===== config.mk =====
export PLATFORM = sky130hd
export DESIGN_NAME = multi_ch_freq_serial_out
export DESIGN_NICKNAME = d
export VERILOG_FILES = /design/src/rtl/multi_ch_freq_serial_out_pkg.sv /design/src/rtl/multi_ch_freq_serial_out_ch.sv /design/src/rtl/multi_ch_freq_serial_out.sv
export SDC_FILE = /design/constraint.sdc
export NUM_CORES = 2
export LEC_CHECK = 0
export CAP_MARGIN = 20
export CORE_MARGIN = 2
export CORE_UTILIZATION = 40
export DETAILED_ROUTE_END_ITERATION = 8
export PLACE_DENSITY = 0.61
export SLEW_MARGIN = 20
export SYNTH_ARGS = -nofsm -noshare
export SYNTH_HDL_FRONTEND = slang
export SYNTH_HIERARCHICAL = 1
export SYNTH_SLANG_ARGS = --single-unit

===== constraint.sdc =====
create_clock -name clk -period 4.3 [get_ports clk]
set_clock_uncertainty 0.2 [all_clocks]
set_input_delay 0.43 -clock clk [delete_from_list [all_inputs] [get_ports clk]]
set_output_delay 0.43 -clock clk [all_outputs]
set_load 0.05 [all_outputs]

===== src/rtl/multi_ch_freq_serial_out_pkg.sv =====
// Shared constants, channel state encoding and sizing helper
// for the multi-channel variable-period serial output.
package multi_ch_freq_serial_out_pkg;

    localparam logic MODE_ONESHOT = 1'b0;
    localparam logic MODE_REPEAT  = 1'b1;

    localparam int DEF_CH_NUM    = 4;
    localparam int DEF_SEL_W     = 2;
    localparam int DEF_DATA_BIT  = 32;
    localparam int DEF_TICK_FAST = 31;
    localparam int DEF_TICK_SLOW = 63;

    typedef enum logic {
        CH_IDLE = 1'b0,
        CH_RUN  = 1'b1
    } ch_state_e;

    // Counter width for values 0..n-1, never narrower than one bit.
    function automatic int cw(input int n);
        return (n <= 1) ? 1 : $clog2(n);
    endfunction

endpackage


===== src/rtl/multi_ch_freq_serial_out_ch.sv =====
// One serial channel: bit/tick counters, one-deep command shadow,
// deferred stop request and pattern-end chaining.
module multi_ch_freq_serial_out_ch
    import multi_ch_freq_serial_out_pkg::*;
#(
    parameter int DATA_BIT  = DEF_DATA_BIT,
    parameter int TICK_FAST = DEF_TICK_FAST,
    parameter int TICK_SLOW = DEF_TICK_SLOW
) (
    input  logic                clk,
    input  logic                rst,
    input  logic                ld_i,
    input  logic                start_i,
    input  logic                stop_i,
    input  logic                mode_i,
    input  logic [DATA_BIT-1:0] pat_i,
    input  logic [DATA_BIT-1:0] frq_i,
    output logic                serial_o,
    output logic                bit_tick_o,
    output logic                done_tick_o,
    output logic                busy_o,
    output logic                ovf_o
);

    localparam int IW = cw(DATA_BIT);
    localparam int TW = cw(TICK_SLOW + 1);
    localparam logic [TW-1:0] PER_F = TW'(TICK_FAST);
    localparam logic [TW-1:0] PER_S = TW'(TICK_SLOW);
    localparam logic [IW-1:0] LAST  = IW'(DATA_BIT - 1);

    ch_state_e           state_q, state_d;
    logic [DATA_BIT-1:0] pat_q, pat_d;
    logic [DATA_BIT-1:0] frq_q, frq_d;
    logic [DATA_BIT-1:0] sh_pat_q, sh_pat_d;
    logic [DATA_BIT-1:0] sh_frq_q, sh_frq_d;
    logic                mode_q, mode_d;
    logic                sh_mode_q, sh_mode_d;
    logic                sh_vld_q, sh_vld_d;
    logic                stop_req_q, stop_req_d;
    logic                out_q, out_d;
    logic                done_q, done_d;
    logic                ovf_q, ovf_d;
    logic [TW-1:0]       tick_q, tick_d;
    logic [IW-1:0]       idx_q, idx_d;

    logic [IW-1:0] nidx;
    logic [TW-1:0] per;
    logic          run;
    logic          bit_end;
    logic          last;
    logic          ld_start;
    logic          ld_stop;
    logic          to_idle;

    always_comb begin
        run      = (state_q == CH_RUN);
        per      = frq_q[idx_q] ? PER_F : PER_S;
        bit_end  = run && (tick_q == per);
        last     = (idx_q == LAST);
        nidx     = idx_q + 1'b1;
        ld_start = ld_i && start_i && !stop_i;
        ld_stop  = ld_i && stop_i;
    end

    always_comb begin
        state_d    = state_q;
        pat_d      = pat_q;
        frq_d      = frq_q;
        mode_d     = mode_q;
        sh_pat_d   = sh_pat_q;
        sh_frq_d   = sh_frq_q;
        sh_mode_d  = sh_mode_q;
        sh_vld_d   = sh_vld_q;
        stop_req_d = stop_req_q;
        out_d      = out_q;
        tick_d     = tick_q;
        idx_d      = idx_q;
        done_d     = 1'b0;
        ovf_d      = 1'b0;
        to_idle    = 1'b0;

        unique case (state_q)
            CH_IDLE: begin
                if (ld_start) begin
                    state_d = CH_RUN;
                    pat_d   = pat_i;
                    frq_d   = frq_i;
                    mode_d  = mode_i;
                    tick_d  = '0;
                    idx_d   = '0;
                    out_d   = pat_i[0];
                end
            end
            CH_RUN: begin
                if (ld_stop) begin
                    sh_vld_d   = 1'b0;
                    stop_req_d = 1'b1;
                end
                // A start landing exactly on pattern end skips the shadow.
                if (ld_start && !(bit_end && last)) begin
                    ovf_d     = sh_vld_q;
                    sh_pat_d  = pat_i;
                    sh_frq_d  = frq_i;
                    sh_mode_d = mode_i;
                    sh_vld_d  = 1'b1;
                end
                tick_d = tick_q + 1'b1;
                if (bit_end) begin
                    tick_d = '0;
                    if (stop_req_q || ld_stop) begin
                        to_idle = 1'b1;
                    end else if (!last) begin
                        idx_d = nidx;
                        out_d = pat_q[nidx];
                    end else if (ld_start) begin
                        pat_d    = pat_i;
                        frq_d    = frq_i;
                        mode_d   = mode_i;
                        ovf_d    = sh_vld_q;
                        sh_vld_d = 1'b0;
                        idx_d    = '0;
                        out_d    = pat_i[0];
                    end else if (sh_vld_q) begin
                        pat_d    = sh_pat_q;
                        frq_d    = sh_frq_q;
                        mode_d   = sh_mode_q;
                        sh_vld_d = 1'b0;
                        idx_d    = '0;
                        out_d    = sh_pat_q[0];
                    end else if (mode_q == MODE_REPEAT) begin
                        idx_d = '0;
                        out_d = pat_q[0];
                    end else begin
                        to_idle = 1'b1;
                    end
                end
            end
        endcase

        if (to_idle) begin
            state_d    = CH_IDLE;
            out_d      = 1'b0;
            done_d     = 1'b1;
            stop_req_d = 1'b0;
            sh_vld_d   = 1'b0;
            idx_d      = '0;
        end
    end

    always_ff @(posedge clk) begin
        if (rst) begin
            state_q    <= CH_IDLE;
            pat_q      <= '0;
            frq_q      <= '0;
            mode_q     <= MODE_ONESHOT;
            sh_pat_q   <= '0;
            sh_frq_q   <= '0;
            sh_mode_q  <= MODE_ONESHOT;
            sh_vld_q   <= 1'b0;
            stop_req_q <= 1'b0;
            out_q      <= 1'b0;
            tick_q     <= '0;
            idx_q      <= '0;
            done_q     <= 1'b0;
            ovf_q      <= 1'b0;
        end else begin
            state_q    <= state_d;
            pat_q      <= pat_d;
            frq_q      <= frq_d;
            mode_q     <= mode_d;
            sh_pat_q   <= sh_pat_d;
            sh_frq_q   <= sh_frq_d;
            sh_mode_q  <= sh_mode_d;
            sh_vld_q   <= sh_vld_d;
            stop_req_q <= stop_req_d;
            out_q      <= out_d;
            tick_q     <= tick_d;
            idx_q      <= idx_d;
            done_q     <= done_d;
            ovf_q      <= ovf_d;
        end
    end

    assign serial_o    = out_q;
    assign bit_tick_o  = bit_end;
    assign done_tick_o = done_q;
    assign busy_o      = run;
    assign ovf_o       = ovf_q;

endmodule


===== src/rtl/multi_ch_freq_serial_out.sv =====
// Command register, channel select decode and error/overflow pulses
// in front of CH_NUM independent serial channels.
module multi_ch_freq_serial_out
    import multi_ch_freq_serial_out_pkg::*;
#(
    parameter int CH_NUM    = DEF_CH_NUM,
    parameter int SEL_W     = DEF_SEL_W,
    parameter int DATA_BIT  = DEF_DATA_BIT,
    parameter int TICK_FAST = DEF_TICK_FAST,
    parameter int TICK_SLOW = DEF_TICK_SLOW
) (
    input  logic                clk,
    input  logic                rst,
    input  logic                i_cmd_valid,
    input  logic [SEL_W-1:0]    i_sel,
    input  logic [DATA_BIT-1:0] i_output_pattern,
    input  logic [DATA_BIT-1:0] i_freq_pattern,
    input  logic                i_start,
    input  logic                i_stop,
    input  logic                i_mode,
    output logic [CH_NUM-1:0]   o_serial_out,
    output logic [CH_NUM-1:0]   o_bit_tick,
    output logic [CH_NUM-1:0]   o_done_tick,
    output logic [CH_NUM-1:0]   o_busy,
    output logic                o_cmd_err,
    output logic                o_cmd_ovf
);

    logic                c_vld_q;
    logic [SEL_W-1:0]    c_sel_q;
    logic [DATA_BIT-1:0] c_pat_q;
    logic [DATA_BIT-1:0] c_frq_q;
    logic                c_start_q;
    logic                c_stop_q;
    logic                c_mode_q;

    logic [CH_NUM-1:0]   ld_q, ld_d;
    logic                err_q, err_d;
    logic [DATA_BIT-1:0] d_pat_q;
    logic [DATA_BIT-1:0] d_frq_q;
    logic                d_start_q;
    logic                d_stop_q;
    logic                d_mode_q;

    logic [CH_NUM-1:0]   ch_ovf;

    always_ff @(posedge clk) begin
        if (rst) begin
            c_vld_q   <= 1'b0;
            c_sel_q   <= '0;
            c_pat_q   <= '0;
            c_frq_q   <= '0;
            c_start_q <= 1'b0;
            c_stop_q  <= 1'b0;
            c_mode_q  <= 1'b0;
        end else begin
            c_vld_q <= i_cmd_valid;
            if (i_cmd_valid) begin
                c_sel_q   <= i_sel;
                c_pat_q   <= i_output_pattern;
                c_frq_q   <= i_freq_pattern;
                c_start_q <= i_start;
                c_stop_q  <= i_stop;
                c_mode_q  <= i_mode;
            end
        end
    end

    always_comb begin
        ld_d  = '0;
        err_d = 1'b0;
        if (c_vld_q) begin
            err_d = (int'(c_sel_q) >= CH_NUM);
            for (int i = 0; i < CH_NUM; i++)
                ld_d[i] = (int'(c_sel_q) == i);
        end
    end

    // Payload travels with the strobe so back-to-back commands stay intact.
    always_ff @(posedge clk) begin
        if (rst) begin
            ld_q      <= '0;
            err_q     <= 1'b0;
            d_pat_q   <= '0;
            d_frq_q   <= '0;
            d_start_q <= 1'b0;
            d_stop_q  <= 1'b0;
            d_mode_q  <= 1'b0;
        end else begin
            ld_q      <= ld_d;
            err_q     <= err_d;
            d_pat_q   <= c_pat_q;
            d_frq_q   <= c_frq_q;
            d_start_q <= c_start_q;
            d_stop_q  <= c_stop_q;
            d_mode_q  <= c_mode_q;
        end
    end

    for (genvar g = 0; g < CH_NUM; g++) begin : g_ch
        multi_ch_freq_serial_out_ch #(
            .DATA_BIT  (DATA_BIT),
            .TICK_FAST (TICK_FAST),
            .TICK_SLOW (TICK_SLOW)
        ) u_ch (
            .clk         (clk),
            .rst         (rst),
            .ld_i        (ld_q[g]),
            .start_i     (d_start_q),
            .stop_i      (d_stop_q),
            .mode_i      (d_mode_q),
            .pat_i       (d_pat_q),
            .frq_i       (d_frq_q),
            .serial_o    (o_serial_out[g]),
            .bit_tick_o  (o_bit_tick[g]),
            .done_tick_o (o_done_tick[g]),
            .busy_o      (o_busy[g]),
            .ovf_o       (ch_ovf[g])
        );
    end

    assign o_cmd_err = err_q;
    assign o_cmd_ovf = |ch_ovf;

endmodule

; Yosys cells after proc, flatten, opt, wreduce, memory -nomap -nowiden
; Cells that the tools add are included.
[totals]
register_bits = 729
inputBits = 72
wordCells = 453
[op_classes]
addsub = 8
order_cmp = 8
eq_ne = 35
mux = 268
n_bitwise = 5
reduce_logical = 60
[ops]
columns = operator, n
row1 = $mux 32, 48
row2 = $pmux 32 s2, 8
row3 = $mux 1, 148
row4 = $mux 5, 28
row5 = $mux 6, 12
row6 = $lt 5x6->1 const B, 8
row7 = $pmux 6 s2, 4
row8 = $bmux 1 s5, 8
row9 = $pmux 5 s2, 4
row10 = $add 6x1->6 const B, 4
row11 = $eq 6x6->1, 4
row12 = $logic_and 1x1->1, 24
row13 = $ne 2x2->1 const B, 12
row14 = $add 5x1->5 const B, 4
row15 = $eq 5x5->1 const B, 4
row16 = $ne 5x5->1 const B, 4
row17 = $reduce_and 5->1, 4
row18 = $reduce_or 2->1, 9
row19 = $pmux 1 s2, 8
row20 = $reduce_and 2->1, 8
row21 = $reduce_and 4->1, 4
row22 = $ne 3x3->1 const B, 4
row23 = $ne 2x1->1 const B, 4
row24 = $logic_not 1->1, 5
row25 = 6 further kinds, 14

; Logic depth before layout (Yosys ltp)
[logic_depth]
word_depth = 14
depth_mapped = 13
mapped_depth_nobuf = 9

; By module
; The synthesis kept the hierarchy.
[modules_own_cells]
columns = module, instances, cells_per_inst, area_per_inst_um2, seq_area_each_um2
row1 = multi_ch_freq_serial_out_ch at g_ch[1].u_ch ..., 3, 690, 6740.2, 2942.8
row2 = multi_ch_freq_serial_out_ch at g_ch[0].u_ch, 1, 704, 6772.7, 2942.8
row3 = multi_ch_freq_serial_out, 1, 377, 4450.5, 2822.7

; Worst setup path before layout
; OpenSTA, ideal clock, no wires.
[synth_path]
path_kind = register to output
startpoint = register g_ch[0].u_ch.idx_q[1]
endpoint = output port o_bit_tick[0]
arrival_ns = 2.670
t_required_ns = 3.670
setup_slack_ns = 1.000
path_stages_with_launch = 9
cell_sequence = dfxtp_1 -> buf_6 -> mux2i_1 -> a211oi_1 -> and3_1 -> a31o_1 -> nor3_1 -> nor2_1 -> nor3_1
[synth_via]
elab_chain_len = 5
[synth_lines]
columns = element, line_no
row1 = from (decl), multi_ch_freq_serial_out_ch.sv:44  ; logic [IW-1:0] idx_q, idx_d;
row2 = from (signal assigned), multi_ch_freq_serial_out_ch.sv:178  ; idx_q <= idx_d;
row3 = $bmux 1 s5, multi_ch_freq_serial_out_ch.sv:57  ; per = frq_q[idx_q] ? PER_F : PER_S;
row4 = $mux 1 (not written as such), multi_ch_freq_serial_out_ch.sv:57
row5 = $mux 6, multi_ch_freq_serial_out_ch.sv:57
row6 = $eq 6x6->1, multi_ch_freq_serial_out_ch.sv:58  ; bit_end = run && (tick_q == per);
row7 = $logic_and 1x1->1, multi_ch_freq_serial_out_ch.sv:58
row8 = to (decl), multi_ch_freq_serial_out.sv:22  ; output logic [CH_NUM-1:0] o_bit_tick,
; Every way passes these cells. The select of a mux whose other input is x is not followed.

; Worst setup path after layout
[layout_path]
startpoint = register g_ch[2].u_ch.idx_q[1]
endpoint = output port o_bit_tick[2]
[layout_via]
elab_chain_len = 5
[layout_lines]
columns = element, line_no
row1 = from (decl), multi_ch_freq_serial_out_ch.sv:44
row2 = from (signal assigned), multi_ch_freq_serial_out_ch.sv:178
row3 = $bmux 1 s5, multi_ch_freq_serial_out_ch.sv:57
row4 = $mux 1 (not written as such), multi_ch_freq_serial_out_ch.sv:57
row5 = $mux 6, multi_ch_freq_serial_out_ch.sv:57
row6 = $eq 6x6->1, multi_ch_freq_serial_out_ch.sv:58
row7 = $logic_and 1x1->1, multi_ch_freq_serial_out_ch.sv:58
; Every way passes these cells. The select of a mux whose other input is x is not followed.

==> metrics.csv <==
metric;value;unit
WHS Path Cells;2;
die area;80900;sq um
FF-to-FF Start;g_ch[2].u_ch/idx_q[1]$_SDFFE_PP0P_;
Post-synth EDFFs;0;
Post-Syn Area;31400;sq um
Final Hold Vio Count;0;
Total GRT Usage;18.9;%
final setup margin;0.252;ns
post-route ant nets;0;
register area;14600;sq um
final setup violation count;0;
DPL Wire Length;49.6;mm
routability congestion estimate;0.849;
worst-path maximum fanout;19;
Post-Route WL;78.2;mm
syn avg cell area;9.98;sq um
Syn Nets;3235;
Yosys top cell area share;46.4;%
Pre-antenna DRT Iters;5;
final period utilization;94.1;%
CTS Hold Bufs;0;
largest family of logic cells by synthesized area;compound AO/OA/AOI/OAI gates;
P&R area growth vs syn;12.4;%
worst slew pin tran;0.900;ns
largest net degree at the start of global routing;176;
FMAX;247;MHz
Worst Hold Class;in -> reg;
chip height;284;um
Place WS;0.882;ns
setup_tns;0;ns
post-detailed-route DRC marker count;0;
post-synthesis instance total;3151;
1st-iter DRT viols;1734;
Worst Path Arrival;3.42;ns
DR vias/cell;5.38;
Power, Total;13900;uW
number of I/O port buffers;88;
startpoint types;flip-flop;
htree depth;3;
CTS resizes;0;
CTS tree;built;
Hold Crit Start;rst;
leakage power;0.0138;uW
Worst Hold Path EP;c_frq_q[5]$_SDFFE_PP0P_;
initial antenna violation count;0;
ys async rst share;0;%
Tmin final;4.05;ns
setup bufs post-CTS;0;
Root Buffer;clkbuf_16;
first-pass GRT wire length;124;mm
Synth Area in Adders;0.477;%
vias in the first global route;21745;
Relative slew margins;39.8;%
pwr dens;394;nW/um^2
Pins Over Slew Limit;0;
Crit Path Category;reg -> out;
WL per Instance;18.6;um
clock latency at the later pin of the worst-skew pair;0.62;ns
clk buf depth;3;
Reg2Reg Setup Slack;0.83;ns
mux share of post-synthesis cell area;15.7;%
Synth Area in Compound Gates;18.3;%
leading post-synthesis cells by cell area;dfxtp_1 46%, mux2i_1 13%, o221a_1 7.2%;
clock-pin slew on the worst setup and hold paths;0.06;ns
FF-to-FF path depth;10;
crit path capture type;primary output;
sequential share of the synthesized area;46.4;%
Clock Sink Count;729;
synth warn;6;
leading area contributor after synthesis;dfxtp_1;
status;complete, no violations;
post-synthesis xor/xnor area fraction;0.557;%
grt ovf;0;
max cap viols;0;
Cell Rows;102;
top-count cell post-synth;dfxtp_1;
vias;22664;
FF-to-FF End;g_ch[2].u_ch/frq_q[17]$_SDFFE_PP0P_;
starting density of the core;40.5;%
RSZ-0062 raised after global routing;no;
I/O pin count;90;
fin nets;3202;
maximum vdd drop;0.000318;V
total CTS buffers;77;
top cells by count, synth;729 x dfxtp_1, 413 x mux2i_1, 384 x nor2_1;
Crit path required time;3.67;ns
die width;284;um
total core area;77600;sq um
Seq cells post-synth;729;
multi-input logic area;14500;sq um
worst hold margin;0.0273;ns
Netlist cell types;66;
layout cells sized above 1;10.6;%
Simple-Gate Fraction of Synth Area;10.6;%
Fillers;7446;
ys flop type;dfxtp_1;
==> logic make-up (layout without fill, tap and decap cells) <==
logic type / Yosys count / after routing
other: 1 / 2
DFF: 729 / 729
AOI/OAI and AO/OA: 705 / 705
muxes: 449 / 449
adders and majority gates: 12 / 12
and+or+nand+nor: 706 / 706
xor gates and xnor gates: 20 / 20
buffers and inverters: 529 / 549
==> registers in the layout, summed over array words and instances (netlist names), 20 cells and up <==
register	flops
g_ch.u_ch/pat_q	128
c_frq_q	32
g_ch.u_ch/frq_q	128
g_ch.u_ch/idx_q	20
d_pat_q	32
d_frq_q	32
c_pat_q	32
g_ch.u_ch/sh_frq_q	128
g_ch.u_ch/sh_pat_q	128
g_ch.u_ch/tick_q	24
==> cell usage in the layout (no fill, tap or decap), types with 15 or more instances in the layout <==
cell               n
dfxtp_1          729
mux2i_1          413
nor2_1           383
inv_1            283
a21oi_1          257
o221a_1          200
a31oi_1           83
clkdlybuf4s50_1   82
clkbuf_16         79
nand2_1           68
nor2b_1           63
nand3_1           62
o221a_2           60
mux4_2            36
buf_4             35
clkbuf_1          25
or3b_2            16
buf_12            16
xnor2_1           15
==> metrics by stage <==
step	instance area (sq um)	instances	util, %
floorplan	31400	3151	-
global placement	32800	4079	42.3
detailed placement	32800	4079	42.3
CTS	35300	4211	45.5
global route	35300	4211	45.5
finish	35300	4212	45.5
==> critical path, cell delays in order (launching register included) <==
cell and delay (ns):
dfxtp_1 0.31, buf_4 0.31, mux2i_1 0.40, a21oi_1 0.12, nand3_1 0.10, and2_1 0.22, a21oi_2 0.12, or3_1 0.49
nor2_1 0.49, buf_12 0.21
==> area by class of cell <==
class | count | area share (%)
Tap cell | 1040 | 3.68
Timing Repair Buffer | 134 | 4.02
Sequential cell | 729 | 41.3
Clock buffer | 113 | 6.21
Multi-Input combinational cell | 1893 | 40.9
Inverter | 283 | 3.01
Antenna cell | 1 | 0.00708
Clock inverter | 19 | 0.836
==> how the worst max path moves through the flow <==
stage                                            start                             endpoint  slack, ns  cells after the start
finish              g_ch[2].u_ch/idx_q[1]$_SDFFE_PP0P_                        o_bit_tick[2]       0.25                      9
global route        g_ch[2].u_ch/idx_q[2]$_SDFFE_PP0P_                        o_bit_tick[2]       0.14                      8
CTS                 g_ch[2].u_ch/idx_q[1]$_SDFFE_PP0P_                        o_bit_tick[2]       0.28                      9
detailed placement  g_ch[0].u_ch/idx_q[2]$_SDFFE_PP0P_   g_ch[0].u_ch/pat_q[7]$_SDFFE_PP0P_       0.88                      9
floorplan           g_ch[0].u_ch/idx_q[1]$_SDFFE_PP0P_                        o_bit_tick[0]       1.00                      8
global placement    g_ch[3].u_ch/idx_q[0]$_SDFFE_PP0P_  g_ch[3].u_ch/pat_q[17]$_SDFFE_PP0P_       0.90                      9
==> per-layer routing <==
layer	track usage [%]	part of all wire [%]
met5	0	0
met2	29.5	44
met1	27.3	49
met3	2.70	4.9
met4	5.26	1.9
==> power breakdown <==
part / internal (uW) / switching (uW) / leakage [uW] / total [uW]
Sequential: 6830 / 124 / 0.00589 / 6950
Combinational: 178 / 210 / 0.00674 / 388
Clock: 3860 / 2730 / 0.00121 / 6590
Power figures use the tool's default switching activity.
